==> src/rtl/autotype_sequencer_if.sv <==
// autotype_sequencer_if: control inputs and keyboard/reset outputs of the autotype sequencer.
// The slave modport is the sequencer; the master modport is whoever drives restart/user_active.
interface autotype_sequencer_if;
    logic       restart;
    logic       user_active;
    logic       sys_reset_n;
    logic       key_b;
    logic       key_c;
    logic       key_enter;
    logic       busy;
    logic [3:0] step;
    modport master (output restart, user_active,
                    input  sys_reset_n, key_b, key_c, key_enter, busy, step);
    modport slave  (input  restart, user_active,
                    output sys_reset_n, key_b, key_c, key_enter, busy, step);
endinterface

==> src/rtl/autotype_sequencer.sv <==
// autotype_sequencer: timed reset/boot/key-script player that yields to live keyboard activity.
// Define AUTOTYPE_LOOP_EN to replay the script forever after each successful completion.
module autotype_sequencer #(
    parameter int CLK_MHZ    = 25,
    parameter int RESET_MS   = 500,
    parameter int BOOT_MS    = 1000,
    parameter int HOLD_MS    = 200,
    parameter int GAP_MS     = 200,
    parameter int SCRIPT_LEN = 5,
    parameter logic [2*SCRIPT_LEN-1:0] SCRIPT = 10'b10_10_10_01_00
) (
    input logic                 clk,
    input logic                 n_reset,
    autotype_sequencer_if.slave bus
);
`ifdef AUTOTYPE_LOOP_EN
    localparam bit LOOP = 1'b1;
`else
    localparam bit LOOP = 1'b0;
`endif
    localparam logic [31:0] TICK = 32'(CLK_MHZ * 1000);
    localparam logic [31:0] SCR  = 32'(SCRIPT);
    localparam logic [3:0]  LAST = 4'(SCRIPT_LEN - 1);

    typedef enum logic [2:0] {RST_HOLD, BOOT, PRESS, RELEASE, DONE} state_t;

    state_t      state_q, state_d;
    logic [31:0] pre_q, pre_d, ms_q, ms_d, dur;
    logic [3:0]  step_q, step_d;
    logic        loop_q, loop_d;
    logic        sys_reset_n_q, sys_reset_n_d;
    logic        key_b_q, key_b_d, key_c_q, key_c_d, key_enter_q, key_enter_d;
    logic        busy_q, busy_d;
    logic        expired, enter;
    logic [1:0]  code;

    always_ff @(posedge clk or negedge n_reset) begin
        if (!n_reset) begin
            state_q       <= RST_HOLD;
            pre_q         <= '0;
            ms_q          <= '0;
            step_q        <= '0;
            loop_q        <= 1'b0;
            sys_reset_n_q <= 1'b0;
            key_b_q       <= 1'b0;
            key_c_q       <= 1'b0;
            key_enter_q   <= 1'b0;
            busy_q        <= 1'b1;
        end else begin
            state_q       <= state_d;
            pre_q         <= pre_d;
            ms_q          <= ms_d;
            step_q        <= step_d;
            loop_q        <= loop_d;
            sys_reset_n_q <= sys_reset_n_d;
            key_b_q       <= key_b_d;
            key_c_q       <= key_c_d;
            key_enter_q   <= key_enter_d;
            busy_q        <= busy_d;
        end
    end

    // DONE uses the gap duration, which only matters for the looping replay.
    always_comb begin
        dur = state_q == RST_HOLD ? 32'(RESET_MS) :
              state_q == BOOT     ? 32'(BOOT_MS)  :
              state_q == PRESS    ? 32'(HOLD_MS)  : 32'(GAP_MS);
        expired = pre_q == TICK - 32'd1 && ms_q == dur - 32'd1;
        state_d = state_q;
        step_d  = step_q;
        loop_d  = loop_q;
        if (bus.restart) begin
            state_d = RST_HOLD;
            step_d  = '0;
            loop_d  = 1'b0;
        end else if (bus.user_active && state_q inside {BOOT, PRESS, RELEASE}) begin
            state_d = DONE;
        end else if (expired) begin
            case (state_q)
                RST_HOLD: state_d = BOOT;
                BOOT: begin
                    state_d = PRESS;
                    step_d  = '0;
                end
                PRESS:    state_d = RELEASE;
                RELEASE: begin
                    state_d = step_q == LAST ? DONE : PRESS;
                    step_d  = step_q == LAST ? step_q : step_q + 4'd1;
                    loop_d  = step_q == LAST;
                end
                DONE: if (LOOP && loop_q) begin
                    state_d = RST_HOLD;
                    step_d  = '0;
                    loop_d  = 1'b0;
                end
                default: ;
            endcase
        end
        enter = bus.restart || state_d != state_q;
        pre_d = enter || pre_q == TICK - 32'd1 ? '0 : pre_q + 32'd1;
        ms_d  = enter ? '0 : pre_q == TICK - 32'd1 ? ms_q + 32'd1 : ms_q;
    end

    always_comb begin
        code          = SCR[{step_d, 1'b0} +: 2];
        sys_reset_n_d = state_d != RST_HOLD;
        key_b_d       = state_d == PRESS && code == 2'd0;
        key_c_d       = state_d == PRESS && code == 2'd1;
        key_enter_d   = state_d == PRESS && code == 2'd2;
        busy_d        = state_d != DONE;
    end

    assign bus.sys_reset_n = sys_reset_n_q;
    assign bus.key_b       = key_b_q;
    assign bus.key_c       = key_c_q;
    assign bus.key_enter   = key_enter_q;
    assign bus.busy        = busy_q;
    assign bus.step        = step_q;
endmodule

==> src/flat_wrapper.sv <==
// flat-port wrapper written by rule: the top's interface ports become plain ports
module autotype_sequencer_flat 
#(
    parameter int CLK_MHZ    = 25,
    parameter int RESET_MS   = 500,
    parameter int BOOT_MS    = 1000,
    parameter int HOLD_MS    = 200,
    parameter int GAP_MS     = 200,
    parameter int SCRIPT_LEN = 5,
    parameter logic [2*SCRIPT_LEN-1:0] SCRIPT = 10'b10_10_10_01_00
)
  (clk, n_reset, bus_restart, bus_user_active, bus_sys_reset_n, bus_key_b, bus_key_c, bus_key_enter, bus_busy, bus_step);
  autotype_sequencer_if bus_i ();
  input logic clk;
  input logic n_reset;
  input wire logic [$bits(bus_i.restart)-1:0] bus_restart;
  input wire logic [$bits(bus_i.user_active)-1:0] bus_user_active;
  output wire logic [$bits(bus_i.sys_reset_n)-1:0] bus_sys_reset_n;
  output wire logic [$bits(bus_i.key_b)-1:0] bus_key_b;
  output wire logic [$bits(bus_i.key_c)-1:0] bus_key_c;
  output wire logic [$bits(bus_i.key_enter)-1:0] bus_key_enter;
  output wire logic [$bits(bus_i.busy)-1:0] bus_busy;
  output wire logic [$bits(bus_i.step)-1:0] bus_step;
  assign bus_i.restart = bus_restart;
  assign bus_i.user_active = bus_user_active;
  assign bus_sys_reset_n = bus_i.sys_reset_n;
  assign bus_key_b = bus_i.key_b;
  assign bus_key_c = bus_i.key_c;
  assign bus_key_enter = bus_i.key_enter;
  assign bus_busy = bus_i.busy;
  assign bus_step = bus_i.step;
  autotype_sequencer #(.CLK_MHZ(CLK_MHZ), .RESET_MS(RESET_MS), .BOOT_MS(BOOT_MS), .HOLD_MS(HOLD_MS), .GAP_MS(GAP_MS), .SCRIPT_LEN(SCRIPT_LEN), .SCRIPT(SCRIPT)) u_core (.clk(clk), .n_reset(n_reset), .bus(bus_i));
endmodule
==> config.mk <==
export PLATFORM = sky130hd
export DESIGN_NAME = autotype_sequencer_flat
export DESIGN_NICKNAME = d
export VERILOG_FILES = /design/src/rtl/autotype_sequencer_if.sv /design/src/rtl/autotype_sequencer.sv /design/src/flat_wrapper.sv
export SDC_FILE = /design/constraint.sdc
export NUM_CORES = 1
export LEC_CHECK = 0
export CELL_PAD_IN_SITES_DETAIL_PLACEMENT = 1
export CELL_PAD_IN_SITES_GLOBAL_PLACEMENT = 1
export CORE_AREA = 2 2 120 87
export DETAILED_ROUTE_END_ITERATION = 10
export DIE_AREA = 0 0 122 89
export PLACE_DENSITY = 0.73
export SLEW_MARGIN = 10
export SYNTH_ARGS = -nofsm -noshare
export SYNTH_HDL_FRONTEND = slang
export SYNTH_SLANG_ARGS = --single-unit
==> constraint.sdc <==
create_clock -name clk -period 2.37 [get_ports clk]
set_input_delay 0.5925 -clock clk [delete_from_list [all_inputs] [get_ports clk]]
set_output_delay 0.5925 -clock clk [all_outputs]
set_load 0.02 [all_outputs]
==> results.cfg <==
[synth]
ys.flop_type = dfrtp_1
synth.top_cell.area_share = 0.456
ys_seq_elements = 76
syn_nets = 450
synthCells = 441
synth_cell_types = 50
synthArstFlopShare = 1.00
synth_area_leaders = dfrtp_1, nor2_1, xnor2_1
synth_top_cell_by_area = dfrtp_1
postSynthAreaPerCell_um2 = 9.33
syn_area_um2 = 4120
synth-edff-count = 0
synthTopCellsByCount = nor2_1, dfrtp_1, xnor2_1, nand2_1, xor2_1
yosysMostFrequentCell = nor2_1
synth_seq_area_share = 0.462
yosysWarningCount = 0

[setup_path]
r2r_cells = 9
start_kind = flip-flop
r2r_end = u_core.bus.key_b
critical-path-max-stage-delay_ns = 0.44
cp_slowest_cell = dfrtp_1
worstReg2RegStart = u_core.ms_q[4]
cp_common_cell = buf_6
crit_type = reg -> reg
worstSetupEndpointType = flip-flop
crit_required_ns = 2.61
critPathTopFamily = compound AO/OA/AOI/OAI gates
cp_num_buf_inv = 2
crit_chain = and4b_1, o2111ai_2, a2111oi_4, buf_6, and3b_2, buf_6, o32a_1, or3_1, a31oi_1
crit_fanout = 8
r2r_slack_ns = -0.18
worst_ep_arrival_time_ns = 2.79

[grt]
antenna_found_initial = 0
gr-total-overflow = 0
grt_pass1_vias = 3861
grt_start_max_net_pins = 49
track_usage = 0.251
grt_first_pass_wirelength_mm = 20.6

[route]
wl_per_cell_um = 20.1
drt_iter0_markers = 154
routed_wirelength_mm = 13.5
drc = 0
ant_nets = 0
via_count = 3773
vias_per_cell = 5.61
firstDrtPassIters = 4

[die]
core_um2 = 9570
pin_count = 13
start_util = 0.430
die_w_um = 122
die_height_um = 89
rows = 30
die_area_um2 = 10900

[placement]
globalplace.congestion = 0.861
dp_hpwl_mm = 8.41
port_buffers = 12
place_area_um2 = 4940

[timing]
slew_headroom = 0.679
timing.hold.ws_ns = 0.185
worst_slack_ns = -0.175
drv_slew = 0
fin_crit_sh = 1.07
tns_ns = -1.65
finalSetupViolations = 47
finalClockSkew_ns = 0.00812
hold_viol_final = 0
worst_pin_slew_ns = 0.477
rsz0062_at_grt = yes
max_freq_mhz = 393
fin_crit_ns = 2.55

[finish]
finalInstanceArea_um2 = 5810
nets = 549
drive_gt1_frac = 0.300
postLayoutCoreUtil = 0.607
antenna_cells = 0
syn_to_final_growth_pct = 41.2

[clock_tree]
cts-root-buf = clkbuf_16
htreeDepth = 3
cts_tree = built
cts_buffers = 9
clk_pin_slew_ns = 0.06
clk_latency_ns = 0.34
clock-sinks = 76
clock_path_buffers = 2

[power]
power_density_nw_per_um2 = 502
p_leak_nw = 2.57
ir_drop_mv = 0.289

[flow_run]
cap_violations = 0

[outcome]
violations = negative setup slack
status = finished, violations left

[hold_path]
holdCritPathClass = in -> async
-- what timing repair did --
| item | 4_1_cts | 5_1_grt |
|---|---|---|
| endpoints found under the hold margin | 0 | 0 |
| pin swaps | 8 | 37 |
| hold buffers | 0 | 0 |
| resized for setup | 22 | 60 |
| setup endpoints to repair | 66 | 66 |
| buffers inserted | 4 | 10 |
| gates cloned | 1 | 0 |
-- area by class of cell --
type                       count  area (um2)
clock inverter                 4        73.8
sequential                    76        1900
timing repair buffer         103         891
inverter                      17        63.8
multi-input combinational    333        2480
fill                        1064        3760
tap                          128         160
clock buffer                  11         243
-- cell families (layout without fill, tap and decap cells) --
family | after synthesis | after routing | synth area share
simple gates | 237 | 237 | 0.299
flops | 76 | 76 | 0.462
xor+xnor | 60 | 60 | 0.128
buf+inv | 32 | 135 | 0.0322
compound gates | 29 | 29 | 0.0584
fa+ha+maj | 5 | 5 | 0.0152
mux | 2 | 2 | 0.00486
-- worst reg2reg max path: stages, from the launching register on --
cell and delay, ns:
dfrtp_1 0.44, and4b_1 0.23, o2111ai_2 0.25, a2111oi_4 0.11
buf_6 0.15, and3b_2 0.23, buf_6 0.13, o32a_1 0.36
or3_1 0.34, a31oi_1 0.20
-- where the power goes --
group          internal (mW)  switching [mW]
clock                  0.946           0.552
combinational         0.0452          0.0678
sequential              1.30         0.00433
total                   2.29           0.624
-- per-stage QoR --
step / setup WS, ns / power [mW] / cells
6_report: -0.175 / 2.92 / 672
3_3_place_gp: -0.239 / 1.42 / 645
5_1_grt: -0.281 / 3.00 / 672
2_1_floorplan: 0.0752 / 1.36 / 441
3_5_place_dp: -0.357 / 1.42 / 645
4_1_cts: -0.0546 / 2.94 / 664
-- per-layer routing --
metal	vias up	global-route usage	share of wire
met3	15	0.0459	0.047
met5	-	0	0
li1	1727	-	-
met2	103	0.393	0.49
met4	0	0.0878	0.014
met1	1928	0.352	0.45
-- state kept, by name, summed over array words and instances (netlist names) --
signal / count
u_core.bus.busy: 1
u_core.bus.key_b: 1
u_core.bus.key_c: 1
u_core.bus.key_enter: 1
u_core.bus.step: 4
u_core.bus.sys_reset_n: 1
u_core.ms_q: 32
u_core.pre_q: 32
u_core.state_q: 3
-- placed cells by master, fill, tap and decap left out, drive strengths merged, types with 2 or more instances in the layout --
| cell | instances |
|---|---|
| inv | 17 |
| nor3 | 5 |
| xor2 | 25 |
| dfrtp | 75 |
| nor2b | 5 |
| nor4b | 5 |
| nor3b | 3 |
| nand2b | 3 |
| and2 | 3 |
| and3 | 23 |
| buf | 92 |
| nand4b | 2 |
| a41oi | 3 |
| ha | 5 |
| a211o | 2 |
| a31oi | 5 |
| and4b | 2 |
| a21oi | 3 |
| nor4 | 14 |
| nand4 | 13 |
| mux2i | 2 |
| and4 | 7 |
| bufinv | 2 |
| nand3 | 23 |
| or2 | 4 |
| nor4bb | 2 |
| clkbuf | 11 |
| nand2 | 27 |
| clkinv | 2 |
| or3 | 2 |
| o21ai | 4 |
| and3b | 5 |
| nor2 | 88 |
| xnor2 | 35 |
| clkdlybuf4s50 | 11 |
-- worst max path at each step --
stage / startpoint / endpoint / slack [ns] / cells past startpoint
5_1_grt: u_core.bus.step[1] / u_core.bus.key_b / -0.28 / 9
6_report: u_core.ms_q[4] / u_core.bus.key_b / -0.18 / 9
4_1_cts: u_core.ms_q[15] / u_core.bus.key_b / -0.05 / 10
2_1_floorplan: u_core.ms_q[4] / u_core.pre_q[23] / 0.08 / 9
3_5_place_dp: bus_user_active / u_core.bus.key_enter / -0.36 / 9
3_3_place_gp: bus_user_active / u_core.bus.key_enter / -0.24 / 9
Power figures use the tool's default switching activity.
